`src/rtl/branch_pkg.sv`:
```
// -----------------------------------------------------------------------------
// branch_pkg
// Shared types and constants for the branch controller slice.
//   - cond_e  : branch condition codes, evaluated on the registered flags
//   - state_e : run-control FSM states
//   - flags_t : registered ALU flag set {z, n, c}
//   - LUT_*   : target-source select encodings (3 also behaves as relative)
// No ports; imported by branch_ctrl_if, cond_eval and branch_ctrl.
// -----------------------------------------------------------------------------
package branch_pkg;

    localparam int PC_W  = 10;
    localparam int OFF_W = 8;

    localparam logic [1:0] LUT_REL = 2'd0;
    localparam logic [1:0] LUT_L2  = 2'd1;
    localparam logic [1:0] LUT_L3  = 2'd2;

    typedef enum logic [2:0] {
        ALWAYS = 3'd0,
        EQ     = 3'd1,
        NE     = 3'd2,
        LT     = 3'd3,
        GE     = 3'd4,
        CS     = 3'd5,
        CC     = 3'd6,
        NEVER  = 3'd7
    } cond_e;

    typedef enum logic [1:0] {
        IDLE   = 2'd0,
        LAUNCH = 2'd1,
        RUN    = 2'd2,
        HALT   = 2'd3
    } state_e;

    typedef struct packed {
        logic z;
        logic n;
        logic c;
    } flags_t;

endpackage

```
`src/rtl/branch_ctrl_if.sv`:
```
// -----------------------------------------------------------------------------
// branch_ctrl_if
// Groups the decode/ALU-side inputs and PC-side outputs of branch_ctrl.
//   master : driven by decode/ALU (go, pc, is_branch, cond, offset, lut_sel,
//            flag_we, alu_z/n/c); observes the PC-side outputs
//   slave  : branch_ctrl side; drives start, branch, taken, target, LOOKUP2,
//            LOOKUP3, done, running
// With BRANCH_STATS_EN defined, br_count/taken_count are added to the bundle.
// -----------------------------------------------------------------------------
interface branch_ctrl_if
    import branch_pkg::*;
#(
    parameter int IF_PC_W  = PC_W,
    parameter int IF_OFF_W = OFF_W
);
    logic                go;
    logic [IF_PC_W-1:0]  pc;
    logic                is_branch;
    logic [2:0]          cond;
    logic [IF_OFF_W-1:0] offset;
    logic [1:0]          lut_sel;
    logic                flag_we;
    logic                alu_z;
    logic                alu_n;
    logic                alu_c;

    logic                start;
    logic                branch;
    logic                taken;
    logic [IF_OFF_W-1:0] target;
    logic                LOOKUP2;
    logic                LOOKUP3;
    logic                done;
    logic                running;
`ifdef BRANCH_STATS_EN
    logic [15:0]         br_count;
    logic [15:0]         taken_count;
`endif

    modport master (
        output go, pc, is_branch, cond, offset, lut_sel, flag_we, alu_z, alu_n, alu_c,
        input  start, branch, taken, target, LOOKUP2, LOOKUP3, done, running
`ifdef BRANCH_STATS_EN
        , input br_count, taken_count
`endif
    );

    modport slave (
        input  go, pc, is_branch, cond, offset, lut_sel, flag_we, alu_z, alu_n, alu_c,
        output start, branch, taken, target, LOOKUP2, LOOKUP3, done, running
`ifdef BRANCH_STATS_EN
        , output br_count, taken_count
`endif
    );

endinterface

```
`src/rtl/cond_eval.sv`:
```
// -----------------------------------------------------------------------------
// cond_eval
// Purely combinational condition evaluator.
//   flags     : registered {z, n, c}
//   cond      : condition code
//   cond_true : 1 when the condition holds (NEVER is always 0)
// -----------------------------------------------------------------------------
module cond_eval
    import branch_pkg::*;
(
    input  flags_t flags,
    input  cond_e  cond,
    output logic   cond_true
);

    always_comb begin
        cond_true = 1'b0;
        case (cond)
            ALWAYS:  cond_true = 1'b1;
            EQ:      cond_true = flags.z;
            NE:      cond_true = ~flags.z;
            LT:      cond_true = flags.n;
            GE:      cond_true = ~flags.n;
            CS:      cond_true = flags.c;
            CC:      cond_true = ~flags.c;
            default: cond_true = 1'b0;
        endcase
    end

endmodule

```
`src/rtl/branch_ctrl.sv`:
```
// -----------------------------------------------------------------------------
// branch_ctrl
// Control-side PC driver: run-control FSM (IDLE/LAUNCH/RUN/HALT), registered
// ALU flag set, and combinational branch outputs while in RUN.
//   CLK    : clock, rising edge
//   RST_N  : asynchronous active-low reset
//   bus    : branch_ctrl_if.slave (decode/ALU inputs, PC-side outputs)
// Optional macro BRANCH_STATS_EN adds saturating 16-bit br_count/taken_count.
// -----------------------------------------------------------------------------
module branch_ctrl
    import branch_pkg::*;
#(
    parameter int              PC_W      = branch_pkg::PC_W,
    parameter int              OFF_W     = branch_pkg::OFF_W,
    parameter logic [PC_W-1:0] HALT_ADDR = 10'd1023
)(
    input  logic              CLK,
    input  logic              RST_N,
    branch_ctrl_if.slave      bus
);

    state_e state_q, state_d;
    flags_t flags_q, flags_d;
    logic   done_q,  done_d;
    logic   cond_true;
    logic   in_run;
    logic   taken_w;

    cond_eval u_cond_eval (
        .flags     (flags_q),
        .cond      (cond_e'(bus.cond)),
        .cond_true (cond_true)
    );

    // Next state and flag update. Flags load only in RUN and are wiped on the
    // HALT->LAUNCH restart so a new program never sees stale flags.
    always_comb begin
        state_d = state_q;
        flags_d = flags_q;
        case (state_q)
            IDLE: begin
                if (bus.go) state_d = LAUNCH;
            end
            LAUNCH: begin
                state_d = RUN;
            end
            RUN: begin
                if (bus.flag_we) flags_d = '{z: bus.alu_z, n: bus.alu_n, c: bus.alu_c};
                if (bus.pc == HALT_ADDR) state_d = HALT;
            end
            HALT: begin
                if (bus.go) begin
                    state_d = LAUNCH;
                    flags_d = '0;
                end
            end
            default: state_d = IDLE;
        endcase
        done_d = (state_d == HALT);
    end

    always_ff @(posedge CLK or negedge RST_N) begin
        if (!RST_N) begin
            state_q <= IDLE;
            flags_q <= '0;
            done_q  <= 1'b0;
        end else begin
            state_q <= state_d;
            flags_q <= flags_d;
            done_q  <= done_d;
        end
    end

    // Branch outputs use flags from before the edge (no forwarding) and are
    // gated by RUN, so they fall as soon as the async reset clears state_q.
    always_comb begin
        in_run      = (state_q == RUN);
        taken_w     = in_run & bus.is_branch & cond_true;
        bus.start   = (state_q == LAUNCH);
        bus.running = in_run;
        bus.done    = done_q;
        bus.branch  = in_run & bus.is_branch;
        bus.taken   = taken_w;
        bus.target  = in_run ? bus.offset : {OFF_W{1'b0}};
        bus.LOOKUP2 = taken_w & (bus.lut_sel == LUT_L2);
        bus.LOOKUP3 = taken_w & (bus.lut_sel == LUT_L3);
    end

`ifdef BRANCH_STATS_EN
    logic [15:0] br_count_q, br_count_d;
    logic [15:0] taken_count_q, taken_count_d;

    // Counters restart on every LAUNCH entry and saturate rather than wrap.
    always_comb begin
        br_count_d    = br_count_q;
        taken_count_d = taken_count_q;
        if (state_d == LAUNCH && state_q != LAUNCH) begin
            br_count_d    = '0;
            taken_count_d = '0;
        end else if (in_run) begin
            if (bus.is_branch && br_count_q != 16'hFFFF) br_count_d = br_count_q + 16'd1;
            if (taken_w && taken_count_q != 16'hFFFF) taken_count_d = taken_count_q + 16'd1;
        end
    end

    always_ff @(posedge CLK or negedge RST_N) begin
        if (!RST_N) begin
            br_count_q    <= '0;
            taken_count_q <= '0;
        end else begin
            br_count_q    <= br_count_d;
            taken_count_q <= taken_count_d;
        end
    end

    assign bus.br_count    = br_count_q;
    assign bus.taken_count = taken_count_q;
`endif

endmodule

```
`src/flat_wrapper.sv`:
```
// flat-port wrapper written by rule: the top's interface ports become plain ports
module branch_ctrl_flat import branch_pkg::*;
#(
    parameter int              PC_W      = branch_pkg::PC_W,
    parameter int              OFF_W     = branch_pkg::OFF_W,
    parameter logic [PC_W-1:0] HALT_ADDR = 10'd1023
)
  (CLK, RST_N, bus_go, bus_pc, bus_is_branch, bus_cond, bus_offset, bus_lut_sel, bus_flag_we, bus_alu_z, bus_alu_n, bus_alu_c, bus_start, bus_branch, bus_taken, bus_target, bus_LOOKUP2, bus_LOOKUP3, bus_done, bus_running);
  branch_ctrl_if bus_i ();
  input  logic CLK;
  input  logic RST_N;
  input wire logic [$bits(bus_i.go)-1:0] bus_go;
  input wire logic [$bits(bus_i.pc)-1:0] bus_pc;
  input wire logic [$bits(bus_i.is_branch)-1:0] bus_is_branch;
  input wire logic [$bits(bus_i.cond)-1:0] bus_cond;
  input wire logic [$bits(bus_i.offset)-1:0] bus_offset;
  input wire logic [$bits(bus_i.lut_sel)-1:0] bus_lut_sel;
  input wire logic [$bits(bus_i.flag_we)-1:0] bus_flag_we;
  input wire logic [$bits(bus_i.alu_z)-1:0] bus_alu_z;
  input wire logic [$bits(bus_i.alu_n)-1:0] bus_alu_n;
  input wire logic [$bits(bus_i.alu_c)-1:0] bus_alu_c;
  output wire logic [$bits(bus_i.start)-1:0] bus_start;
  output wire logic [$bits(bus_i.branch)-1:0] bus_branch;
  output wire logic [$bits(bus_i.taken)-1:0] bus_taken;
  output wire logic [$bits(bus_i.target)-1:0] bus_target;
  output wire logic [$bits(bus_i.LOOKUP2)-1:0] bus_LOOKUP2;
  output wire logic [$bits(bus_i.LOOKUP3)-1:0] bus_LOOKUP3;
  output wire logic [$bits(bus_i.done)-1:0] bus_done;
  output wire logic [$bits(bus_i.running)-1:0] bus_running;
  assign bus_i.go = bus_go;
  assign bus_i.pc = bus_pc;
  assign bus_i.is_branch = bus_is_branch;
  assign bus_i.cond = bus_cond;
  assign bus_i.offset = bus_offset;
  assign bus_i.lut_sel = bus_lut_sel;
  assign bus_i.flag_we = bus_flag_we;
  assign bus_i.alu_z = bus_alu_z;
  assign bus_i.alu_n = bus_alu_n;
  assign bus_i.alu_c = bus_alu_c;
  assign bus_start = bus_i.start;
  assign bus_branch = bus_i.branch;
  assign bus_taken = bus_i.taken;
  assign bus_target = bus_i.target;
  assign bus_LOOKUP2 = bus_i.LOOKUP2;
  assign bus_LOOKUP3 = bus_i.LOOKUP3;
  assign bus_done = bus_i.done;
  assign bus_running = bus_i.running;
  branch_ctrl #(.PC_W(PC_W), .OFF_W(OFF_W), .HALT_ADDR(HALT_ADDR)) u_core (.CLK(CLK), .RST_N(RST_N), .bus(bus_i));
endmodule
```
`config.mk`:
```
export PLATFORM = sky130hd
export DESIGN_NAME = branch_ctrl_flat
export DESIGN_NICKNAME = d
export VERILOG_FILES = /design/src/rtl/branch_pkg.sv /design/src/rtl/branch_ctrl_if.sv /design/src/rtl/cond_eval.sv /design/src/rtl/branch_ctrl.sv /design/src/flat_wrapper.sv
export SDC_FILE = /design/constraint.sdc
export NUM_CORES = 1
export LEC_CHECK = 0
export CORE_UTILIZATION = 23
export DETAILED_ROUTE_END_ITERATION = 8
export GPL_ROUTABILITY_DRIVEN = 0
export PLACE_DENSITY_LB_ADDON = 0.12
export RECOVER_POWER = 100
export SYNTH_ARGS = -nofsm -noshare
export SYNTH_HDL_FRONTEND = slang
export SYNTH_SLANG_ARGS = --single-unit
```
`constraint.sdc`:
```
create_clock -name CLK -period 1.45 [get_ports CLK]
set_input_delay 0.145 -clock CLK [delete_from_list [all_inputs] [get_ports CLK]]
set_output_delay 0.145 -clock CLK [all_outputs]
set_load 0.03 [all_outputs]
```
**After elaboration in Yosys (flattened, before gate mapping)**

Cells that the tools add are included.

- Register bits after elaboration: 6
- Input port bits: 31
- Word-level logic and storage cells: 40

- Eq/ne operators: 15
- Muxes and demuxes: 8
- Bitwise operators: 7
- Reductions and logical operators: 5

Operators by type and width:

| cell | count |
|---|---|
| $eq A10 B10 Y1 const B | 1 |
| $eq A3 B3 Y1 const B | 3 |
| $eq A2 B2 Y1 const B | 4 |
| $mux W8 | 1 |
| $pmux W1 S7 | 1 |
| $eq A3 B2 Y1 const B | 2 |
| $mux W3 | 2 |
| $pmux W2 S3 | 1 |
| $pmux W3 S2 | 1 |
| $and A1 B1 Y1 | 4 |
| $eq A2 B1 Y1 const B | 2 |
| $mux W2 | 2 |
| $ne A2 B2 Y1 const B | 2 |
| $eq A3 B1 Y1 const B | 1 |
| $logic_not A3 Y1 | 1 |
| $not A1 Y1 | 3 |
| $reduce_and A3 Y1 | 1 |
| $logic_not A2 Y1 | 1 |
| $reduce_bool A2 Y1 | 1 |
| $reduce_or A2 Y1 | 1 |

**Depth between registers and ports, before layout**

- Depth in word-level cells: 4
- Depth in mapped cells: 5
- Mapped depth without buffers: 5

**By module**

A second synthesis with hierarchy kept.

- Cell total of the unflattened synthesis: 57
- Area, all modules: 510.5 um^2

By module, submodules not included:

| module | instances | cells an instance | area an instance (um^2) | seq. area each (um^2) |
|---|---|---|---|---|
| branch_ctrl | 1 | 47 | 449.2 | 150.1 |
| cond_eval | 1 | 10 | 61.3 | 0.0 |

**Least setup slack after synthesis**

OpenSTA, ideal clock, no wires.

- Kind: reg2out
- Start: register u_core.state_q[0]
- End: output bus_LOOKUP2
- Data arrival time: 2.040 ns
- Required time: 1.305 ns
- Slack: -0.735 ns
- Stages on the path, launching flop included: 5
- Path buffers: 0
- Cell sequence: dfrtp_1 -> inv_1 -> ha_1 -> nand2_2 -> nor4_1

- Longest elaborated chain between the ends: 4

Ends and longest elaborated chain:

| item | RTL line | RTL |
|---|---|---|
| start, declared | branch_ctrl.sv:22 | `state_e state_q, state_d;` |
| start signal, assigned | branch_ctrl.sv:68 | `state_q <= state_d;` |
| $eq A2 B2 Y1 | branch_ctrl.sv:77 | `in_run = (state_q == RUN);` |
| net bus_running | flat_wrapper.sv:29 | `output wire logic [$bits(bus_i.running)-1:0] bus_running;` |
| $and A1 B1 Y1 (2 in a row) | branch_ctrl.sv:78 | `taken_w = in_run & bus.is_branch & cond_true;` |
| $and A1 B1 Y1 | branch_ctrl.sv:85 | `bus.LOOKUP2 = taken_w & (bus.lut_sel == LUT_L2);` |
| end, declared | flat_wrapper.sv:26 | `output wire logic [$bits(bus_i.LOOKUP2)-1:0] bus_LOOKUP2;` |

The timed path passes the listed nets, and every way through them passes these cells.

**Final worst setup path**

- Start: input bus_cond[0]
- End: output bus_taken

- Longest elaborated chain between the ends: 3
- Elaborated cells between the ends (all ways): 9

Ends and longest elaborated chain:

| item | RTL line | RTL |
|---|---|---|
| start, declared | flat_wrapper.sv:15 | `input wire logic [$bits(bus_i.cond)-1:0] bus_cond;` |
| $eq A3 B3 Y1, or another cell as far along | cond_eval.sv:18 | `case (cond)` |
| $pmux W1 S7 * | cond_eval.sv:18 |  |
| $and A1 B1 Y1 * | branch_ctrl.sv:78 |  |
| end, declared | flat_wrapper.sv:24 | `output wire logic [$bits(bus_i.taken)-1:0] bus_taken;` |

Every way passes the cells marked *; elsewhere a longest branch is shown, timed or not.

==> results.cfg <==
[final_layout]
final_core_util = 0.575
fillers = 196
final_nets = 152
layout-drive-gt1-share = 0.374
area_growth_pct = 128
antennaDiodeCount = 0

[placement]
pre_cts_ws_ns = -0.376
dpl.hpwl_um = 1250
port_buffers = 45

[timing]
worst_slack_ns = -0.361
worstMarginPinSlew_ns = 0.312
rsz0062_at_grt = true
skew_ns = 0.00276
finalCritPeriodShare = 1.25
min_period_ns = 1.81
hold_viol = 0
setup_viol = 3
slew_headroom = 0.791
drv_slew = 0
max_freq_mhz = 552

[setup_path]
worstPathMaxFanout = 4
cpMaxStageDelayCell = mux4_2
critPathMaxStageDelay_ns = 0.55
crit_family = buffers and inverters
cp-end-kind = output pin
critPathRequiredTime_ns = 1.31
worst_ep_arrival_time_ns = 1.67
path_cells = clkdlybuf4s50_1, nor2b_1, mux4_2, nor3_4, buf_6
timing.critical_path.buf_inv = 2
setup.worst_path.start = bus_cond[0]
regToRegStartpoint = u_core.state_q[1]
start_kind = input pin
crit_type = input pin to output pin

[global_route]
grt_pass1_wl_um = 2370
grt_pass1_vias = 621
grtUsageTotal = 0.130
antenna_found_initial = 0
grt_max_degree = 11
grt.overflow.total = 0

[synthesis]
ys_async_sr_fraction = 1.00
synth.net_count = 91
synth_area_um2 = 509
synth.ff_latch_count = 6
synth_cell_types = 25
synth_warnings = 0
synth_enable_flop_cells = 0
yosys_most_used_dff = dfrtp_1
synth_cells = 56
synth_seq_area_share = 0.295
syn_area_per_cell_um2 = 9.09

[worst_hold_path]
hold_path_class = input pin to asynchronous set/reset pin

[floorplanning]
core_mm2 = 0.00202
die_y_um = 49.1
die_area_mm2 = 0.00241
ios = 46
rows = 16
initial_core_util = 0.252
chipWidth_um = 49.1

[job]
max_cap_viol_count = 0

[detailed_routing]
via_per_inst = 4.54
drc = 0
postRouteAntennaNets = 0
wl_um = 1600
drtIter0Drc = 7
routedWlPerCell_um = 11.3
num_vias = 645
firstDrtPassIters = 3

[clock_network]
cts-hold-fix-buffers = 0
insertion_delay_ns = 0.24
clk_path_buf_depth = 2
cts_buffers = 3
root_buffer = clkbuf_4
cts.clk_slew.worst_paths_ns = 0.04
cts_tree = done
clock-sinks = 6
cts_max_level = 1

[outcome]
outcome = complete, but fails checks
violations = negative setup slack

[power]
vdd_drop_max_mv = 0.866
power_leakage_nw = 0.518
powerDensity_mw_per_mm2 = 1650
[logic make-up (layout without fill, tap and decap cells)]
logic type                 after synthesis  count (layout)  synth area share
AOI/OAI and AO/OA                       11              11             0.165
adders and majority gates                4               4            0.0983
muxes                                    2               2            0.0639
and+or+nand+nor                         28              28             0.342
DFF                                      6               6             0.295
buffers and inverters                    5              64            0.0368
[metal layers]
layer  wire length (um)  vias to the layer above  share of wire  track usage
li1                   -                      320              -            -
met1                590                      296           0.37        0.140
met2                899                       27           0.56        0.229
met3                 97                        2          0.061       0.0218
met4                 13                        0         0.0081       0.0882
met5                  0                        -              0            0
[cell type report]
class                   instances  area, um^2  area share
clock buffers                   3        22.5      0.0194
inverters                       4        15.0      0.0129
multi-input cells              45         402       0.346
well taps                      27        33.8      0.0291
flip-flops and latches          6         151       0.130
repair buffers                 57         538       0.463
[flip-flops by register name, summed over array words and instances (netlist names)]
name / count
u_core.state_q: 2
u_core.bus.done: 1
u_core.flags_q: 3
[power breakdown]
group	total (mW)	switching [mW]	leakage [nW]	internal [mW]
combinational	1.48	0.728	0.429	0.752
sequential	0.292	0.0491	0.0752	0.243
clock	0.149	0.0555	0.0138	0.0933
[worst paths after layout]
check | slack (ns) | end | cells after the start
hold / removal | 0.21 | u_core.state_q[0] | 1
min in group CLK | 0.59 | u_core.flags_q[0] | 2
hold reg to reg | 0.59 | u_core.flags_q[0] | 2
setup / recovery | -0.36 | bus_taken | 5
setup reg to reg | 0.02 | u_core.state_q[0] | 6
max in group asynchronous | 1.02 | u_core.state_q[1] | 1
[repair_timing]
action	CTS	global route
pin swaps	1	2
buffers inserted	4	1
endpoints found under the setup margin	11	13
gates resized for setup	6	15
cloned	0	1
[layout by cell type, fill, tap and decap left out, drive strengths merged]
cell type	Yosys	final
a21boi	1	1
nand4b	1	1
mux2i	1	1
a21oi	1	1
dfrtp	6	6
and2	8	8
buf	0	24
nor2b	4	4
nand2b	1	1
nor2	1	1
clkdlybuf4s50	0	30
clkbuf	1	5
nor3	2	2
or2b	3	3
or2	1	1
nand4	2	2
nand2	3	3
o21ai	2	2
a22o	6	6
dlygate4sd3	0	1
ha	4	4
mux4	1	1
inv	4	4
nor4	2	2
o21a	1	1
[stage by stage]
stage          setup TNS (ns)  hold slack [ns]  total power [mW]  std cells  area [um^2]
2_1_floorplan          -0.321           -0.151              1.09         56          563
3_3_place_gp           -0.964            0.398              1.54        134         1060
3_5_place_dp            -1.06            0.404              1.56        134         1060
4_1_cts                 -1.02            0.139              1.85        141         1130
5_1_grt                 -1.35            0.223              2.06        142         1160
6_report                -1.04            0.210              1.92        142         1160
[cell usage after synthesis, drive strengths merged (2+ instances only)]
cell / n / area (um^2)
nand2: 3 / 13.8
dfrtp: 6 / 150
nand4: 2 / 12.5
o21ai: 2 / 10.0
inv: 4 / 15.0
nor3: 2 / 10.0
ha: 4 / 50.1
a22o: 6 / 53.8
or2b: 3 / 25.0
nor4: 2 / 12.5
nor2b: 4 / 25.0
and2: 8 / 50.1
Note: power is estimated with default switching activity, not from simulation.
